===== src/rtl/sa_00_if.sv =====
// Switch-allocator port bundle: three requester inputs (E,S,L) and three output ports (E,S,L).
// The slave modport is the allocator's view; master is the surrounding router/testbench.
interface sa_00_if #(
  parameter int DATASIZE = 40
);
  logic [DATASIZE-1:0] E_data_in, S_data_in, L_data_in;
  logic [3:0]          E_direction_in, S_direction_in, L_direction_in;
  logic                E_valid_in, S_valid_in, L_valid_in;
  logic                E_grant, S_grant, L_grant;

  logic [DATASIZE-1:0] E_data_out, S_data_out, L_data_out;
  logic                E_valid_out, S_valid_out, L_valid_out;
  logic                E_ready_in, S_ready_in, L_ready_in;

  logic                err_drop;

  modport slave (
    input  E_data_in, S_data_in, L_data_in,
    input  E_direction_in, S_direction_in, L_direction_in,
    input  E_valid_in, S_valid_in, L_valid_in,
    output E_grant, S_grant, L_grant,
    output E_data_out, S_data_out, L_data_out,
    output E_valid_out, S_valid_out, L_valid_out,
    input  E_ready_in, S_ready_in, L_ready_in,
    output err_drop
  );

  modport master (
    output E_data_in, S_data_in, L_data_in,
    output E_direction_in, S_direction_in, L_direction_in,
    output E_valid_in, S_valid_in, L_valid_in,
    input  E_grant, S_grant, L_grant,
    input  E_data_out, S_data_out, L_data_out,
    input  E_valid_out, S_valid_out, L_valid_out,
    output E_ready_in, S_ready_in, L_ready_in,
    input  err_drop
  );
endinterface


===== src/rtl/sa_00.sv =====
// Wormhole switch allocator: 3 requesters x 3 output registers with per-port locking.
// Define SA_ROUND_ROBIN_EN for per-port round-robin arbitration; otherwise fixed priority E > S > L.
module sa_00 #(
  parameter int DATASIZE = 40
) (
  input  logic   rc_clk,
  input  logic   rst_n,
  sa_00_if.slave bus
);
  localparam int unsigned NP = 3;

  typedef enum logic {OPEN, LOCKED} lock_t;
  typedef enum logic [1:0] {
    FT_BODY   = 2'b00,
    FT_TAIL   = 2'b01,
    FT_HEAD   = 2'b10,
    FT_SINGLE = 2'b11
  } ftype_t;

  logic [DATASIZE-1:0] din [NP];
  logic [3:0]          dir [NP];
  logic [NP-1:0]       vin;
  logic [NP-1:0]       rdy;
  logic [NP-1:0]       gnt;

  logic [DATASIZE-1:0] dout_q  [NP];
  logic [NP-1:0]       vout_q;
  lock_t               lock_q  [NP];
  lock_t               lock_d  [NP];
  logic [1:0]          owner_q [NP];
  logic [1:0]          owner_d [NP];
  logic                err_q;

  logic [1:0]          tgt      [NP];
  logic [NP-1:0]       legal;
  logic [NP-1:0]       illegal;
  logic [NP-1:0]       port_free;
  logic [NP-1:0]       elig     [NP];
  logic [1:0]          base     [NP];
  logic [NP-1:0]       win_vld;
  logic [1:0]          win_id   [NP];
  logic [DATASIZE-1:0] win_data [NP];
  ftype_t              win_type [NP];
  logic                unused_dir3;

  assign din[0] = bus.E_data_in;
  assign din[1] = bus.S_data_in;
  assign din[2] = bus.L_data_in;
  assign dir[0] = bus.E_direction_in;
  assign dir[1] = bus.S_direction_in;
  assign dir[2] = bus.L_direction_in;
  assign vin    = {bus.L_valid_in, bus.S_valid_in, bus.E_valid_in};
  assign rdy    = {bus.L_ready_in, bus.S_ready_in, bus.E_ready_in};

  assign bus.E_grant     = gnt[0];
  assign bus.S_grant     = gnt[1];
  assign bus.L_grant     = gnt[2];
  assign bus.E_data_out  = dout_q[0];
  assign bus.S_data_out  = dout_q[1];
  assign bus.L_data_out  = dout_q[2];
  assign bus.E_valid_out = vout_q[0];
  assign bus.S_valid_out = vout_q[1];
  assign bus.L_valid_out = vout_q[2];
  assign bus.err_drop    = err_q;

  assign unused_dir3 = dir[0][3] ^ dir[1][3] ^ dir[2][3];

  // Position of 'to' in the search order starting at 'from' (0 = searched first).
  function automatic logic [1:0] rr_dist(input logic [1:0] from, input logic [1:0] to);
    logic [2:0] d;
    d = {1'b0, to} + 3'd3 - {1'b0, from};
    return (d >= 3'd3) ? 2'(d - 3'd3) : d[1:0];
  endfunction

  // Route decode: lowest set direction bit wins; no bit set or an E/S U-turn is dropped.
  always_comb begin
    for (int unsigned r = 0; r < NP; r++) begin
      tgt[r] = '0;
      if      (dir[r][0]) tgt[r] = 2'd0;
      else if (dir[r][1]) tgt[r] = 2'd1;
      else if (dir[r][2]) tgt[r] = 2'd2;
      legal[r]   = vin[r] && (dir[r][2:0] != 3'b000) && !((r != 2) && (tgt[r] == 2'(r)));
      illegal[r] = vin[r] && !legal[r];
    end
  end

  always_comb begin
    for (int unsigned p = 0; p < NP; p++) begin
      port_free[p] = !vout_q[p] || rdy[p];
      for (int unsigned c = 0; c < NP; c++) begin
        elig[p][c] = legal[c] && (tgt[c] == 2'(p)) && port_free[p] &&
                     ((lock_q[p] == OPEN) || (owner_q[p] == 2'(c)));
      end
    end
  end

`ifdef SA_ROUND_ROBIN_EN
  logic [1:0] ptr_q [NP];

  always_ff @(posedge rc_clk or negedge rst_n) begin
    if (!rst_n) begin
      for (int unsigned p = 0; p < NP; p++) ptr_q[p] <= '0;
    end else begin
      for (int unsigned p = 0; p < NP; p++) begin
        if (win_vld[p] && ((win_type[p] == FT_HEAD) || (win_type[p] == FT_SINGLE)))
          ptr_q[p] <= (win_id[p] == 2'd2) ? 2'd0 : win_id[p] + 2'd1;
      end
    end
  end

  always_comb begin
    for (int unsigned p = 0; p < NP; p++) base[p] = ptr_q[p];
  end
`else
  always_comb begin
    for (int unsigned p = 0; p < NP; p++) base[p] = '0;
  end
`endif

  // With base fixed at E the search order degenerates to E > S > L.
  always_comb begin
    for (int unsigned p = 0; p < NP; p++) begin
      win_vld[p]  = 1'b0;
      win_id[p]   = '0;
      win_data[p] = '0;
      win_type[p] = FT_BODY;
      for (int unsigned k = 0; k < NP; k++) begin
        for (int unsigned c = 0; c < NP; c++) begin
          if (!win_vld[p] && elig[p][c] && (rr_dist(base[p], 2'(c)) == 2'(k))) begin
            win_vld[p]  = 1'b1;
            win_id[p]   = 2'(c);
            win_data[p] = din[c];
            win_type[p] = ftype_t'(din[c][DATASIZE-1 -: 2]);
          end
        end
      end
    end
  end

  always_comb begin
    gnt = illegal;
    for (int unsigned r = 0; r < NP; r++) begin
      for (int unsigned p = 0; p < NP; p++) begin
        if (win_vld[p] && (win_id[p] == 2'(r))) gnt[r] = 1'b1;
      end
    end
    gnt = gnt & {NP{rst_n}};
  end

  always_comb begin
    for (int unsigned p = 0; p < NP; p++) begin
      lock_d[p]  = lock_q[p];
      owner_d[p] = owner_q[p];
      if (win_vld[p]) begin
        case (win_type[p])
          FT_HEAD: begin
            lock_d[p]  = LOCKED;
            owner_d[p] = win_id[p];
          end
          FT_TAIL: lock_d[p] = OPEN;
          default: ;
        endcase
      end
    end
  end

  always_ff @(posedge rc_clk or negedge rst_n) begin
    if (!rst_n) begin
      for (int unsigned p = 0; p < NP; p++) begin
        dout_q[p]  <= '0;
        lock_q[p]  <= OPEN;
        owner_q[p] <= '0;
      end
      vout_q <= '0;
      err_q  <= 1'b0;
    end else begin
      for (int unsigned p = 0; p < NP; p++) begin
        lock_q[p]  <= lock_d[p];
        owner_q[p] <= owner_d[p];
        if (win_vld[p]) begin
          dout_q[p] <= win_data[p];
          vout_q[p] <= 1'b1;
        end else if (rdy[p]) begin
          vout_q[p] <= 1'b0;
        end
      end
      if (|illegal) err_q <= 1'b1;
    end
  end
endmodule

===== src/flat_wrapper.sv =====
// flat-port wrapper written by rule: the top's interface ports become plain ports
module sa_00_flat 
#(
  parameter int DATASIZE = 40
)
  (rc_clk, rst_n, bus_E_data_in, bus_S_data_in, bus_L_data_in, bus_E_direction_in, bus_S_direction_in, bus_L_direction_in, bus_E_valid_in, bus_S_valid_in, bus_L_valid_in, bus_E_grant, bus_S_grant, bus_L_grant, bus_E_data_out, bus_S_data_out, bus_L_data_out, bus_E_valid_out, bus_S_valid_out, bus_L_valid_out, bus_E_ready_in, bus_S_ready_in, bus_L_ready_in, bus_err_drop);
  sa_00_if #(.DATASIZE(DATASIZE)) bus_i ();
  input  logic rc_clk;
  input  logic rst_n;
  input wire logic [$bits(bus_i.E_data_in)-1:0] bus_E_data_in;
  input wire logic [$bits(bus_i.S_data_in)-1:0] bus_S_data_in;
  input wire logic [$bits(bus_i.L_data_in)-1:0] bus_L_data_in;
  input wire logic [$bits(bus_i.E_direction_in)-1:0] bus_E_direction_in;
  input wire logic [$bits(bus_i.S_direction_in)-1:0] bus_S_direction_in;
  input wire logic [$bits(bus_i.L_direction_in)-1:0] bus_L_direction_in;
  input wire logic [$bits(bus_i.E_valid_in)-1:0] bus_E_valid_in;
  input wire logic [$bits(bus_i.S_valid_in)-1:0] bus_S_valid_in;
  input wire logic [$bits(bus_i.L_valid_in)-1:0] bus_L_valid_in;
  output wire logic [$bits(bus_i.E_grant)-1:0] bus_E_grant;
  output wire logic [$bits(bus_i.S_grant)-1:0] bus_S_grant;
  output wire logic [$bits(bus_i.L_grant)-1:0] bus_L_grant;
  output wire logic [$bits(bus_i.E_data_out)-1:0] bus_E_data_out;
  output wire logic [$bits(bus_i.S_data_out)-1:0] bus_S_data_out;
  output wire logic [$bits(bus_i.L_data_out)-1:0] bus_L_data_out;
  output wire logic [$bits(bus_i.E_valid_out)-1:0] bus_E_valid_out;
  output wire logic [$bits(bus_i.S_valid_out)-1:0] bus_S_valid_out;
  output wire logic [$bits(bus_i.L_valid_out)-1:0] bus_L_valid_out;
  input wire logic [$bits(bus_i.E_ready_in)-1:0] bus_E_ready_in;
  input wire logic [$bits(bus_i.S_ready_in)-1:0] bus_S_ready_in;
  input wire logic [$bits(bus_i.L_ready_in)-1:0] bus_L_ready_in;
  output wire logic [$bits(bus_i.err_drop)-1:0] bus_err_drop;
  assign bus_i.E_data_in = bus_E_data_in;
  assign bus_i.S_data_in = bus_S_data_in;
  assign bus_i.L_data_in = bus_L_data_in;
  assign bus_i.E_direction_in = bus_E_direction_in;
  assign bus_i.S_direction_in = bus_S_direction_in;
  assign bus_i.L_direction_in = bus_L_direction_in;
  assign bus_i.E_valid_in = bus_E_valid_in;
  assign bus_i.S_valid_in = bus_S_valid_in;
  assign bus_i.L_valid_in = bus_L_valid_in;
  assign bus_E_grant = bus_i.E_grant;
  assign bus_S_grant = bus_i.S_grant;
  assign bus_L_grant = bus_i.L_grant;
  assign bus_E_data_out = bus_i.E_data_out;
  assign bus_S_data_out = bus_i.S_data_out;
  assign bus_L_data_out = bus_i.L_data_out;
  assign bus_E_valid_out = bus_i.E_valid_out;
  assign bus_S_valid_out = bus_i.S_valid_out;
  assign bus_L_valid_out = bus_i.L_valid_out;
  assign bus_i.E_ready_in = bus_E_ready_in;
  assign bus_i.S_ready_in = bus_S_ready_in;
  assign bus_i.L_ready_in = bus_L_ready_in;
  assign bus_err_drop = bus_i.err_drop;
  sa_00 #(.DATASIZE(DATASIZE)) u_core (.rc_clk(rc_clk), .rst_n(rst_n), .bus(bus_i));
endmodule

===== config.mk =====
export PLATFORM = sky130hd
export DESIGN_NAME = sa_00_flat
export DESIGN_NICKNAME = d
export VERILOG_FILES = /design/src/rtl/sa_00_if.sv /design/src/rtl/sa_00.sv /design/src/flat_wrapper.sv
export SDC_FILE = /design/constraint.sdc
export NUM_CORES = 1
export LEC_CHECK = 0
export ABC_AREA = 1
export CORE_UTILIZATION = 40
export DETAILED_ROUTE_END_ITERATION = 16
export GPL_ROUTABILITY_DRIVEN = 1
export PLACE_DENSITY_LB_ADDON = 0.25
export RECOVER_POWER = 50
export SYNTH_ARGS = -nofsm -noshare
export SYNTH_HDL_FRONTEND = slang
export SYNTH_SLANG_ARGS = --single-unit

===== constraint.sdc =====
create_clock -name rc_clk -period 1.88 [get_ports rc_clk]
set_input_delay 0.282 -clock rc_clk [delete_from_list [all_inputs] [get_ports rc_clk]]
set_output_delay 0.282 -clock rc_clk [all_outputs]
set_load 0.005 [all_outputs]

==> flow_summary_export.csv <==
group,metric,value,unit
logic_synthesis,synth-seq-area-share,0.4861,
timing,slew_viol_final,0,
route,drc_errors,0,
timing,hold_viol,0,
setup_path,worstSetupEndpoint,"u_core.lock_q[0]$_DFFE_PN0P_",
outcome,failed_checks,"setup timing",
finish,final_util,0.6698,
setup_path,crit_arrival,2330,ps
timing,rsz0062_at_grt,"true",
route,viasPerCell,4.999,
setup_path,r2r-end,"u_core.lock_q[0]$_DFFE_PN0P_",
setup_path,crit_type,"reg -> reg",
pwr,p_per_area,1280,nW/um^2
clock_network,cts_root_buffer,"clkbuf_16",
floorplan,core_area,16640,sq um
timing,relSlewSlack,0.3578,
logic_synthesis,synthCells,875,
logic_synthesis,synth_nets,1021,
setup_path,r2r_start,"u_core.owner_q[1]$_DFFE_PN0P_",
route,finalWirelength,23390,um
placement,dp.final_hpwl,15640,um
outcome,status,"finished with violations",
clock_network,numCtsBuffers,17,
placement,io_buffer_count,263,
logic_synthesis,postSynthAreaPerCell,7.825,sq um
route,first_pass_iters,5,
global_routing,grt_pass1_vias,7109,
logic_synthesis,async_reset_ff_frac,1.000,
worst_hold_path,min_path_type,"in -> async",
clock_network,cts.sinks,133,
clock_network,clkLatencyLatePin,420,ps
logic_synthesis,synth_cell_types,28,
setup_path,reg2reg_slack,-100,ps
timing,fmax,505.8,MHz
floorplan,die_w,132.8,um
floorplan,die_height,132.8,um
setup_path,critPathMaxStageDelay,400,ps
finish,areaGrowthSynthToFinish,62.81,%
route,routed-via-count,7184,
floorplan,die_area,17640,sq um
global_routing,grt_overflow,0,
route,drtIter0Drc,376,
route,wl_per_cell,16.28,um
setup_path,start_kind,"flop",
finish,n_fill_cell,1384,
setup_path,end_kind,"flop",
setup_path,cp_slowest_cell,"dfrtp_1",
setup_path,cp_max_fo,4,
setup_path,worstPathCellList,"buf_6 > o21ai_4 > nand3_4 > buf_6 > nand2_2 > nor2_4 > nand2_1 > nand2_2 > buf_4 > buf_4 > ha_1 > inv_1 > nand2_1 > nand2_1",
timing,setup_viol,5,
floorplan,io_pins,267,
timing,skew,7.469,ps
timing,finalWorstSetupSlack,-97.11,ps
pwr,p_leak,5.205,nW
timing,worst_pin_slew,963.2,ps
logic_synthesis,netlist_area,6847,sq um
logic_synthesis,synth_edf_count,0,
clock_network,h-tree-depth,4,
global_routing,grt_max_degree,69,
timing,tns,-317.3,ps
clock_network,clock_path_buffers,2,
clock_network,clkSlewWorstSetupHoldPaths,60,ps
clock_network,cts_tree,"built",
flow_run,maxCapViolations,0,
setup_path,rr_worst_depth,14,
finish,antenna_cells,0,
finish,drive_above_1_share,0.1660,
timing,post-route-min-period,1977,ps
floorplan,rows,47,
setup_path,required,2240,ps
placement,gp_congestion,0.8636,
finish,final_nets,1350,
logic_synthesis,ys_seq_elements,133,
global_routing,grt_usage,0.2659,
setup_path,worst_path_most_repeated_cell,"nand2_1",
logic_synthesis,synth_ff_type,"dfrtp_1",
setup_path,cp-startpoint,"u_core.owner_q[1]$_DFFE_PN0P_",
floorplan,initial_utilization,0.4114,
pwr,vdd_drop_max,0.6807,mV
logic_synthesis,synth_warnings,0,
global_routing,antenna_found_initial,0,
route,ant_nets,0,
timing,period_share,1.052,
global_routing,grt_pass1_wl,36580,um
==> cell usage in the layout, fill, tap and decap left out, drive strengths merged <==
cell,synthesis,final
inv,114,117
a21oi,5,5
dfrtp,133,133
a31oi,2,2
dlygate4sd3,0,47
nor3,1,1
ha,6,6
bufinv,0,2
nor2,27,27
nand2,320,320
nand4,2,2
buf,40,91
dlygate4sd2,0,2
dlymetal6s2s,0,3
clkinvlp,0,7
clkdlybuf4s50,0,208
nand3,128,128
clkinv,0,2
o21ai,47,47
o22ai,4,4
a21boi,3,3
clkbuf,5,22
o211ai,38,38
==> stage by stage <==
step / instances / total power, W / setup WS (ps) / hold slack [ps] / cell area (sq um)
after floorplan: 875 / 0.006939 / 21.57 / -13.59 / 6847
after global placement: 1376 / 0.01070 / -424.0 / 75.70 / 10040
after detailed placement: 1376 / 0.01079 / -447.1 / 77.36 / 10040
after CTS: 1421 / 0.01431 / -40.96 / 214.5 / 10870
after global routing: 1437 / 0.01512 / -159.6 / 221.9 / 11150
final: 1437 / 0.01427 / -97.11 / 220.8 / 11150
==> layer usage <==
metal	track usage	part of all wire	vias to the layer above
met1	0.3349	0.41	3359
met3	0.06782	0.087	32
met4	0.09834	0.021	0
met5	0	0	-
li1	-	-	3456
met2	0.4392	0.48	337
==> timing repair <==
action,CTS,global route
hold buffers,1,0
endpoints found under the setup margin,37,47
buffers inserted,12,15
resized for setup,47,37
endpoints found under the hold margin,5,0
pin swaps,13,31
gates cloned,0,1
==> cell families (layout without fill, tap and decap cells) <==
group / Yosys count / after routing / synth area share
AOI/OAI and AO/OA: 99 / 99 / 0.09613
DFF: 133 / 133 / 0.4861
and+or+nand+nor: 478 / 478 / 0.3003
buffers and inverters: 159 / 501 / 0.1065
adders and majority gates: 6 / 6 / 0.01096
==> flip-flops by register name, indices dropped and copies added (netlist names) <==
signal	flops
u_core.vout_q	3
u_core.bus.E_data_out	40
u_core.bus.L_data_out	40
u_core.owner_q	6
u_core.bus.S_data_out	40
u_core.bus.err_drop	1
u_core.lock_q	3
==> power by group <==
group	internal (W)	switching [W]
Combinational	0.00351	0.00252
Clock	0.00200	0.00131
Sequential	0.00416	0.000764
Total	0.00967	0.00460
==> critical path, delay by kind of cell (launching register included) <==
kind,cells,cell delay [ps]
flops,1,400
simple gates,7,580
compound gates,1,180
buf+inv,5,580
fa+ha+maj,1,170
==> worst min path at each step <==
stage | startpoint | endpoint | slack, ps | depth (start not counted)
final | rst_n | u_core.bus.E_data_out[4]$_DFFE_PN0P_ | 220 | 2
after global routing | rst_n | u_core.bus.E_data_out[4]$_DFFE_PN0P_ | 220 | 2
after CTS | rst_n | u_core.bus.E_data_out[4]$_DFFE_PN0P_ | 210 | 2
after detailed placement | rst_n | u_core.bus.E_data_out[4]$_DFFE_PN0P_ | 80 | 1
after global placement | rst_n | u_core.bus.E_data_out[4]$_DFFE_PN0P_ | 80 | 1
after floorplan | rst_n | u_core.bus.E_data_out[0]$_DFFE_PN0P_ | -10 | 0
==> area by class of cell <==
type / instances / area [sq um] / area share
multi-input cells: 583 / 3024 / 0.2713
well taps: 220 / 275.3 / 0.02469
repair buffers: 355 / 3500 / 0.3140
inverters: 114 / 427.9 / 0.03839
clock buffers: 18 / 439.2 / 0.03940
flip-flops and latches: 133 / 3328 / 0.2986
clock inverters: 14 / 152.6 / 0.01369
==> Yosys cell counts (all sizes together) (2+ instances only) <==
| cell | n | share of area |
|---|---|---|
| ha | 6 | 0.011 |
| a31oi | 2 | 0.0018 |
| dfrtp | 133 | 0.49 |
| clkbuf | 5 | 0.0029 |
| a21oi | 5 | 0.0042 |
| o211ai | 38 | 0.048 |
| nand3 | 128 | 0.096 |
| buf | 40 | 0.041 |
| o21ai | 47 | 0.035 |
| o22ai | 4 | 0.0037 |
| nand2 | 320 | 0.18 |
| nand4 | 2 | 0.0018 |
| inv | 114 | 0.062 |
| nor2 | 27 | 0.025 |
| a21boi | 3 | 0.0033 |
No activity file was read; power rests on OpenSTA's default activity.
